**src/rtl/serial_dma_writer.sv**
```systemverilog
// Packs an incoming byte stream into 32-bit words and writes them to memory
// through a single-cycle write strobe, starting at a latched base address.
module serial_dma_writer #(
  parameter bit BIG_ENDIAN = 1'b0,
  parameter int LEN_W      = 6
) (
  input  logic             HCLK,
  input  logic             HRESETn,
  input  logic             i_Start,
  input  logic [15:0]      i_RCC_DMA_ADDR_HIGH,
  input  logic [15:0]      i_RCC_DMA_ADDR_LOW,
  input  logic [LEN_W-1:0] i_RCC_BUFFER_LENGTH,
  input  logic [7:0]       i_serialized_input,
  input  logic             i_serialized_input_valid,
  output logic             o_ready,
  output logic [31:0]      mem_WR_addr,
  output logic             mem_write_flag,
  output logic [31:0]      HWDATA_toMem,
  output logic [1:0]       o_Deserialize_Counter,
  output logic [15:0]      o_Bytes_Counter,
  output logic             o_Busy,
  output logic             o_Done,
  output logic             o_Overrun
);

  // Byte handshake: a byte transfers on a rising edge where
  // i_serialized_input_valid and o_ready are both high; there is no back-pressure
  // on the memory side, the write strobe is always taken in its own cycle.
  typedef enum logic [1:0] {S_IDLE = 2'd0, S_ACTIVE = 2'd1, S_DONE = 2'd2} state_t;

  state_t           r_state;
  state_t           w_next_state;
  logic [31:0]      r_base;
  logic [LEN_W-1:0] r_len;
  logic [LEN_W-1:0] r_word_idx;
  logic [1:0]       r_slot;
  logic [15:0]      r_bytes;
  logic [31:0]      r_asm;
  logic             r_last_acc;
  logic             r_wr_flag;
  logic [31:0]      r_wr_addr;
  logic [31:0]      r_wr_data;
  logic             r_overrun;

  logic             w_ready;
  logic             w_accept;
  logic             w_start;
  logic [1:0]       w_pos;
  logic [31:0]      w_asm_next;
  logic [31:0]      w_word_addr;
  logic [LEN_W-1:0] w_word_idx_inc;

  always_ff @(posedge HCLK or negedge HRESETn) begin
    if (!HRESETn) r_state <= S_IDLE;
    else          r_state <= w_next_state;
  end

  always_comb begin
    w_next_state = r_state;
    case (r_state)
      S_IDLE:   if (i_Start) w_next_state = (i_RCC_BUFFER_LENGTH == '0) ? S_DONE : S_ACTIVE;
      S_ACTIVE: if (r_wr_flag && r_last_acc) w_next_state = S_DONE;
      S_DONE:   w_next_state = S_IDLE;
      default:  w_next_state = S_IDLE;
    endcase
  end

  // Ready drops as soon as the final byte is taken, so it is already low
  // during the last word's write strobe.
  always_comb begin
    w_ready = (r_state == S_ACTIVE) && !r_last_acc;
    o_Busy  = (r_state != S_IDLE);
    o_Done  = (r_state == S_DONE);
  end

  assign w_start        = (r_state == S_IDLE) && i_Start;
  assign w_accept       = i_serialized_input_valid && w_ready;
  assign w_pos          = BIG_ENDIAN ? 2'(2'd3 - r_slot) : r_slot;
  assign w_word_addr    = r_base + {{(30-LEN_W){1'b0}}, r_word_idx, 2'b00};
  assign w_word_idx_inc = r_word_idx + 1'b1;

  always_comb begin
    w_asm_next = r_asm;
    w_asm_next[w_pos*8 +: 8] = i_serialized_input;
  end

  always_ff @(posedge HCLK or negedge HRESETn) begin
    if (!HRESETn) begin
      r_base     <= '0;
      r_len      <= '0;
      r_word_idx <= '0;
      r_slot     <= '0;
      r_bytes    <= '0;
      r_asm      <= '0;
      r_last_acc <= 1'b0;
      r_wr_flag  <= 1'b0;
      r_wr_addr  <= '0;
      r_wr_data  <= '0;
      r_overrun  <= 1'b0;
    end else begin
      r_wr_flag <= 1'b0;
      if (w_start) begin
        r_base     <= {i_RCC_DMA_ADDR_HIGH, i_RCC_DMA_ADDR_LOW} & 32'hFFFF_FFFC;
        r_len      <= i_RCC_BUFFER_LENGTH;
        r_word_idx <= '0;
        r_slot     <= '0;
        r_bytes    <= '0;
        r_last_acc <= 1'b0;
        r_overrun  <= 1'b0;
      end else begin
        if (i_serialized_input_valid && !w_ready) r_overrun <= 1'b1;
        if (w_accept) begin
          r_asm   <= w_asm_next;
          r_slot  <= r_slot + 2'd1;
          r_bytes <= r_bytes + 16'd1;
          if (r_slot == 2'd3) begin
            r_wr_flag  <= 1'b1;
            r_wr_data  <= w_asm_next;
            r_wr_addr  <= w_word_addr;
            r_word_idx <= w_word_idx_inc;
            if (w_word_idx_inc == r_len) r_last_acc <= 1'b1;
          end
        end
      end
    end
  end

  assign o_ready               = w_ready;
  assign mem_WR_addr           = r_wr_addr;
  assign mem_write_flag        = r_wr_flag;
  assign HWDATA_toMem          = r_wr_data;
  assign o_Deserialize_Counter = r_slot;
  assign o_Bytes_Counter       = r_bytes;
  assign o_Overrun             = r_overrun;

endmodule

```
**config.mk**
```make
export PLATFORM = sky130hd
export DESIGN_NAME = serial_dma_writer
export DESIGN_NICKNAME = d
export VERILOG_FILES = /design/src/rtl/serial_dma_writer.sv
export SDC_FILE = /design/constraint.sdc
export NUM_CORES = 1
export LEC_CHECK = 0
export CORE_MARGIN = 3
export CORE_UTILIZATION = 57
export CTS_CLUSTER_SIZE = 10
export DETAILED_ROUTE_END_ITERATION = 16
export GPL_TIMING_DRIVEN = 0
export PLACE_DENSITY = 0.85
export SETUP_SLACK_MARGIN = 0.5
export SLEW_MARGIN = 25
export SYNTH_ARGS = -nofsm -noshare
export SYNTH_HDL_FRONTEND = slang
export SYNTH_SLANG_ARGS = --single-unit
```
**constraint.sdc**
```tcl
create_clock -name HCLK -period 6.9 [get_ports HCLK]
set_input_delay 1.38 -clock HCLK [delete_from_list [all_inputs] [get_ports HCLK]]
set_output_delay 1.38 -clock HCLK [all_outputs]
set_load 0.05 [all_outputs]
```
## After elaboration in Yosys (flattened, before gate mapping)

Cells that the tools add are included.

| storage, ports and cells | value |
|---|---|
| bits in registers | 161 |
| latch bits | 0 |
| RAM bits | 0 |
| memory bits (read-only) | 0 |
| bits of input ports | 50 |
| output and inout bits | 87 |
| logic and storage cells | 66 |
| memories kept | 0 |

| operators by class | value |
|---|---|
| add/subtract/negate cells | 5 |
| multiply operators | 0 |
| divide/modulo/power cells | 0 |
| order comparisons | 0 |
| eq/ne operators | 6 |
| shift-type cells | 2 |
| mux-type cells | 21 |
| bitwise gates (word level) | 1 |
| reductions and logical operators | 19 |

Operator list:

| cell | number |
|---|---|
| $neg A5 Y34 | 1 |
| $shift A8 B34 Y32 const A | 1 |
| $shiftx A8 B34 Y32 | 1 |
| $add A32 B8 Y32 | 1 |
| $bwmux W32 | 1 |
| $mux W16 | 2 |
| $mux W6 | 3 |
| $add A16 B1 Y16 const B | 1 |
| $mux W2 | 5 |
| $reduce_bool A2 Y1 | 5 |
| $mux W1 | 9 |
| $add A6 B1 Y6 const B | 1 |
| $eq A6 B6 Y1 | 1 |
| $logic_not A6 Y1 | 1 |
| $reduce_and A2 Y1 | 3 |
| $reduce_and A3 Y1 | 2 |
| $logic_and A1 B1 Y1 | 5 |
| $eq A2 B2 Y1 const B | 2 |
| $ne A2 B2 Y1 const B | 2 |
| $pmux W2 S2 | 1 |
| $add A2 B1 Y2 const B | 1 |
| $eq A2 B1 Y1 const B | 1 |
| $logic_not A1 Y1 | 2 |
| $logic_not A2 Y1 | 1 |
| $not A1 Y1 | 1 |

## Logic depth before layout (Yosys ltp)

Gate-level depths: netlist of run 1.

| logic depth | value |
|---|---|
| depth after elaboration | 6 |
| mapped depth | 8 |
| mapped depth without buffers | 8 |

## Least setup slack after synthesis of run 1

Ideal clock, no wire load.

| timing | value |
|---|---|
| path type | register to output |
| from | reg r_state[1] |
| to | out o_ready |
| arrival | 1,679 ps |
| data required time | 5,520 ps |
| slack | 3,841 ps |
| cell stages (with the launch flop) | 2 |
| path buffers | 0 |
| cells stage by stage | dfrtp_1 -> nor3b_1 |

| between the ends | value |
|---|---|
| word-level cells in the longest chain between the ends | 2 |

Ends and longest elaborated chain:

| what | RTL line | source |
|---|---|---|
| start, declared | 31 | `state_t r_state;` |
| start signal, assigned | 55 | `else r_state <= w_next_state;` |
| $eq A2 B1 Y1 | 71 | `w_ready = (r_state == S_ACTIVE) && !r_last_acc;` |
| $logic_and A1 B1 Y1 | 71 |  |
| end, declared | 15 | `output logic o_ready,` |

Every way passes these cells.

## Worst setup path after layout of run 1

Same ends and word-level chain as after synthesis.

==> results of run 1 <==
## placed cells by master, fill, tap and decap left out, drive strengths merged, types with 3 or more instances in the layout
| cell type | n |
|---|---|
| clkinv | 8 |
| o211ai | 3 |
| nand4 | 20 |
| and2 | 6 |
| nand3 | 17 |
| nor3 | 7 |
| xnor2 | 26 |
| buf | 24 |
| clkbuf | 42 |
| a22o | 32 |
| nor4 | 5 |
| xor2 | 18 |
| nand2 | 154 |
| nor2b | 3 |
| or3 | 5 |
| ha | 14 |
| and3 | 9 |
| clkdlybuf4s50 | 124 |
| dfrtp | 159 |
| clkinvlp | 3 |
| inv | 18 |
| o21ai | 51 |
| a21oi | 10 |
| nor2 | 85 |
| a221oi | 30 |
| a211oi | 7 |
## worst max-delay path: stages (launching register included)
cell and delay, ns:
dfrtp_1 0.43, nor3b_1 0.55, clkdlybuf4s50_1 0.93
## metrics by stage
stage / total power [mW] / setup WS [ns] / hold WS, ns / TNS (ns) / area [um^2]
final: 4.72 / 3.19 / 0.475 / 0 / 9440
after global routing: 4.96 / 3.18 / 0.515 / 0 / 9440
after CTS: 4.70 / 3.29 / 0.486 / 0 / 9430
after detailed placement: 3.78 / 3.32 / 0.472 / 0 / 8870
after floorplan: 3.03 / 3.84 / 0.450 / 0 / 7370
after global placement: 3.69 / -1.52 / 0.461 / -240.67 / 8830
## path summary, 6_finish.rpt
| path | start | to | slack, ns | cells after the start |
|---|---|---|---|---|
| worst max-delay path | r_state[1] | o_ready | 3.19 | 2 |
| worst min-delay path | mem_WR_addr[2] | mem_WR_addr[2] | 0.48 | 2 |
| worst max register to register | o_Deserialize_Counter[0] | r_asm[22] | 4.19 | 7 |
| worst min register to register | mem_WR_addr[2] | mem_WR_addr[2] | 0.48 | 2 |
| max in group asynchronous | HRESETn | HWDATA_toMem[24] | 5.18 | 2 |
| min in group asynchronous | HRESETn | r_base[17] | 0.89 | 1 |
## cells by family after synthesis
group / after synthesis
buffers and inverters: 64
adder cells (fa/ha/maj): 15
other: 1
AO/OA/AOI/OAI: 147
flip-flops: 159
multiplexers: 1
XOR/XNOR: 44
AND/OR/NAND/NOR: 322
## power breakdown
| part | internal [mW] | switching (mW) | total [mW] |
|---|---|---|---|
| sequential | 1.31 | 0.309 | 1.62 |
| clock | 0.537 | 0.366 | 0.904 |
| combinational | 0.744 | 1.45 | 2.19 |
## per-layer routing
layer	wire, um	GRT usage	up-vias
li1	-	-	2903
met1	7920	0.372	3162
met2	9960	0.473	343
met3	1970	0.0895	55
met4	587	0.126	0
met5	0	0	-
## sequential cells by signal (all words and copies together), names as in the netlist
signal and count:
HWDATA_toMem 32, mem_WR_addr 30, mem_write_flag 1, o_Bytes_Counter 16
o_Deserialize_Counter 2, o_Overrun 1, r_asm 32, r_base 30
r_last_acc 1, r_len 6, r_state 2, r_word_idx 6
## layout make-up
type	count	share of cell area
buffer	44	0.0207
clock buffer	20	0.0473
clock inverter	11	0.0123
inverter	20	0.00795
multi-input combinational	531	0.332
sequential	159	0.421
tap	168	0.0223
timing repair buffer	126	0.136
==> reports/qor.txt, run 1 <==
post-synthesis xor/xnor area fraction -> 0.0523
fill count -> 875
initial core utilization -> 0.598
largest net degree at the start of global routing -> 99
full die area -> 0.0143 mm^2
clock buffer depth -> 2
count of nets after finishing -> 964
layout cell share with drive strength beyond 1 -> 0.0593
DR pass1 iterations -> 5
post-synth top area cell -> dfrtp_1
Yosys cell types -> 56
post-DR wirelength/cell -> 18.9 um
final worst path period share -> 0.538
critical path type -> flip-flop to output pin
synth top area cells -> dfrtp_1 54%, nand2_1 7.7%, nor2_1 4.3%
Detail Route Antenna Nets -> 0
CP Launch Type -> flip-flop
mux contribution to synthesized area -> 0.00136
# diodes -> 0
Seq cells post-synth -> 159
RSZ-0062 raised after global routing -> false
total gr overflow -> 0
clock latency on the worst-skew pair -> 0.42 ns
Clock Pin Slew Worst Setup and Hold Paths -> 0.06 ns
sequential element share of the synthesized area -> 0.540
Min Clock Period, post-route -> 3.71 ns
Synth Area per Inst -> 9.79 um^2
PD cells -> 500 mW/mm^2
Cell Count, Final, Fillers Out -> 1,079
first-pass GRT wire length -> 33,500 um
fin util -> 0.767
vias -> 6,463
largest family of logic cells by synthesized area -> simple AND/OR/NAND/NOR gates
RD Place Congestion -> 0.870
die width -> 120 um
Rel. slew slack -> 0.488
Slew Limit Fails -> 0
Synth Area in Simple Gates -> 0.195
IO Port Bufs -> 125
EDFF count, synth -> 0
CTS tree -> yes
Detail Placement HPWL -> 14,200 um
async set or reset register ratio after synthesis -> 1.00
mapped cell area -> 0.00737 mm^2
P&R area growth vs syn -> 28.1%
Worst Tran Pin Value -> 0.766 ns
final hold vios -> 0
initial antenna violation count -> 0
Top Ports -> 137
CTS Hold Bufs -> 0
clock sinks -> 159
commonest cells in the netlist -> 159 x dfrtp_1, 152 x nand2_1, 85 x nor2_1, 48 x o21ai_0, 32 x a22o_1
placed cell count -> 1,048
Clock Root Buffer -> clkbuf_16
CTS HTree Levels -> 4
Worst EP required -> 5.52 ns
post-synthesis adder-cell area fraction -> 0.0265
Sequential cell area -> 0.00398 mm^2
P_leak -> 4.14 nW
vias per inst -> 5.99
Max Clock Freq -> 0.270 GHz
Synth Instances -> 753
Max IR drop VDD -> 0.233 mV
Compound-Gate Fraction of Synth Area -> 0.148
vias in the first global route -> 6,723
Setup-failing EPs final -> 0
multi-input combinational cell area -> 0.00313 mm^2
Core Area -> 0.0123 mm^2
Worst Setup End Kind -> output pin
prevailing post-synth register cell -> dfrtp_1
post-CTS setup buffer count -> 0
WL final -> 20,400 um
Syn. warnings -> 0
Die Span Y -> 120 um
count leader, synth -> dfrtp_1
Worst Hold Class -> flip-flop to flip-flop
CTS Buf Count -> 17
top cell type's share of synthesized area -> 0.540
Worst EP arrival -> 2.33 ns
crit-path max FO -> 6
max-cap violation count -> 0
post_cts resized -> 0
DRC Markers -> 0
DRT iter0 DRCs -> 700
outcome -> finished clean
Rows -> 40
GRT Total Usage -> 0.294
final setup skew -> 0.0108 ns
No activity file was read; power rests on OpenSTA's default activity.
==> inputs of run 2 (changes only) <==
--- a/config.mk
+++ b/config.mk
@@ -6,11 +6,11 @@
 export NUM_CORES = 1
 export LEC_CHECK = 0
 export CORE_MARGIN = 3
-export CORE_UTILIZATION = 57
+export CORE_UTILIZATION = 47
 export CTS_CLUSTER_SIZE = 10
 export DETAILED_ROUTE_END_ITERATION = 16
 export GPL_TIMING_DRIVEN = 0
-export PLACE_DENSITY = 0.85
+export PLACE_DENSITY = 0.75
 export SETUP_SLACK_MARGIN = 0.5
 export SLEW_MARGIN = 25
 export SYNTH_ARGS = -nofsm -noshare
==> constraint.sdc (replaced) <==
create_clock -name HCLK -period 3.4 [get_ports HCLK]
set_input_delay 0.68 -clock HCLK [delete_from_list [all_inputs] [get_ports HCLK]]
set_output_delay 0.68 -clock HCLK [all_outputs]
set_load 0.05 [all_outputs]
==> reports/qor.txt, run 2 (synthesized netlist as in run 1, its figures left out) <==
outcome -> finished clean (unchanged)
clock latency on the worst-skew pair -> 0.42 ns (about the same)
RSZ-0062 raised after global routing -> true (was false)
count of nets after finishing -> 964 (unchanged)
commonest non-fill, non-tap cell in the layout -> dfrtp_1 (unchanged)
layout cell share with drive strength beyond 1 -> 0.0625 (was 0.0593)
Slew Limit Fails -> 0 (unchanged)
total negative slack -> 0 ns (unchanged)
WL final -> 19,000 um (was 20,400 um)
clock sinks -> 159 (unchanged)
max-cap violation count -> 0 (unchanged)
Top Ports -> 137 (unchanged)
Rel. slew slack -> 0.416 (was 0.488)
final hold vios -> 0 (unchanged)
final worst path period share -> 0.803
clock buffer depth -> 2 (unchanged)
Worst EP required -> 3.76 ns (was 5.52 ns)
critical path type -> flip-flop to flip-flop (was flip-flop to output pin)
vias -> 6,100 (was 6,463)
P_leak -> 4.18 nW (was 4.14 nW)
DR pass1 iterations -> 5 (unchanged)
GRT Total Usage -> 0.225 (was 0.294)
final setup skew -> 0.00928 ns (was 0.0108 ns)
DRT iter0 DRCs -> 473 (was 700)
post-DR wirelength/cell -> 16.9 um (was 18.9 um)
Max IR drop VDD -> 0.504 mV (was 0.233 mV)
CTS HTree Levels -> 4 (unchanged)
Worst EP arrival -> 3.09 ns (was 2.33 ns)
Clock Pin Slew Worst Setup and Hold Paths -> 0.07 ns (was 0.06 ns)
CTS Hold Bufs -> 0 (unchanged)
CTS tree -> yes (unchanged)
Worst Hold Class -> input port to asynchronous set/reset pin (was flip-flop to flip-flop)
DRC Markers -> 0 (unchanged)
crit-path max FO -> 9 (was 6)
Worst Setup End Kind -> flip-flop (was output pin)
Setup-failing EPs final -> 0 (unchanged)
Clock Root Buffer -> clkbuf_16 (unchanged)
Reg-to-Reg Start -> o_Deserialize_Counter[0] (unchanged)
first-pass GRT wire length -> 31,200 um (was 33,500 um)
vias per inst -> 5.43 (was 5.99)
finished layout cell area -> 0.00958 mm^2 (was 0.00944 mm^2)
P&R area growth vs syn -> 30.0% (was 28.1%)
initial core utilization -> 0.483 (was 0.598)
Die Span Y -> 131 um (was 120 um)
Core Area -> 0.0153 mm^2 (was 0.0123 mm^2)
CP Launch Type -> flip-flop (unchanged)
worst reg-to-reg path cell count -> 7 (unchanged)
initial antenna violation count -> 1 (was 0)
r2r endpoint -> r_asm[6] (was r_asm[22])
IO Port Bufs -> 125 (unchanged)
vias in the first global route -> 5,915 (was 6,723)
Worst Tran Pin Value -> 0.869 ns (was 0.766 ns)
flop2flop setup slack -> 0.67 ns (was 4.19 ns)
largest net degree at the start of global routing -> 86 (was 99)
full die area -> 0.0172 mm^2 (was 0.0143 mm^2)
Post-Place Cell Area -> 0.00892 mm^2 (was 0.00887 mm^2)
Detail Placement HPWL -> 13,300 um (was 14,200 um)
Detail Route Antenna Nets -> 0 (unchanged)
most frequent cells in the layout -> 159 x dfrtp_1, 152 x nand2_1, 123 x clkdlybuf4s50_1 (was 159 x dfrtp_1, 152 x nand2_1, 124 x clkdlybuf4s50_1)
Max Clock Freq -> 0.366 GHz
RD Place Congestion -> 0.846 (was 0.870)
PD cells -> 1010 mW/mm^2 (was 500 mW/mm^2)
fill count -> 1,259 (was 875)
die width -> 131 um (was 120 um)
Tot Pwr -> 9.69 mW (was 4.72 mW)
CP startpoint -> o_Deserialize_Counter[0] (was r_state[1])
Rows -> 45 (was 40)
total gr overflow -> 0 (unchanged)
Min Clock Period, post-route -> 2.73 ns
CTS Buf Count -> 17 (unchanged)
run 2: changes by cell type in the layout (fill, tap and decap cells not counted), moves of 2 or more:
| cell | delta |
|---|---|
| clkbuf_1 | -2 |
| bufinv_16 | +2 |
| inv_6 | +2 |
| clkinv_2 | -4 |
| clkinv_4 | +5 |
run 2: worst max-delay path by stage:
stage / to / depth (start not counted) / slack, ns
floorplan: r_asm[1] / 7 / 0.78
global placement: mem_WR_addr[20] / 1 / -4.78
detailed placement: r_asm[3] / 7 / 0.48
CTS: o_ready / 2 / 0.56
global route: r_asm[5] / 7 / 0.44
finish: r_asm[6] / 7 / 0.67
run 2: metal layers:
layer  vias up  wire (um)  global-route usage
li1       2898          -                   -
met1      2979       8690               0.318
met2       195       8860               0.343
met3        28       1060              0.0486
met4         0        415              0.0823
met5         -          0                   0
run 2: layout make-up:
type	instances	area (um^2)	area share
inverter	20	75.1	0.00784
tap	211	264	0.0276
antenna	1	2.50	0.000261
clock buffer	17	425	0.0444
multi-input combinational	531	3140	0.328
timing repair buffer	126	1290	0.134
sequential	159	3980	0.415
clock inverter	15	210	0.0219
buffer	44	195	0.0204
run 2: through the flow:
step / utilization / hold WS [ns] / worst slack, ns / instances
2_1_floorplan: - / 0.384 / 0.776 / 754
3_3_place_gp: 0.582 / 0.465 / -4.78 / 1090
3_5_place_dp: 0.585 / 0.470 / 0.480 / 1091
4_1_cts: 0.627 / 0.233 / 0.564 / 1123
5_1_grt: 0.628 / 0.254 / 0.443 / 1124
6_report: 0.628 / 0.217 / 0.669 / 1124
run 2: what timing repair did:
item,4_1_cts,5_1_grt
buffers inserted,0,0
gates cloned,0,0
setup endpoints to repair,8,11
resized for setup,1,2
run 2: where the power goes:
part	leakage (nW)	total, mW	switching (mW)	internal (mW)
Clock	0.304	2.03	0.794	1.24
Sequential	2.03	3.26	0.601	2.66
Combinational	1.85	4.39	2.88	1.51
run 2: critical path, cell delays in order, from the launching register on:
cell	delay, ns
dfrtp_1	0.44
clkbuf_1	0.34
inv_1	0.19
ha_1	0.44
nor3_2	0.55
and2_1	0.20
clkbuf_1	0.30
a22o_1	0.21
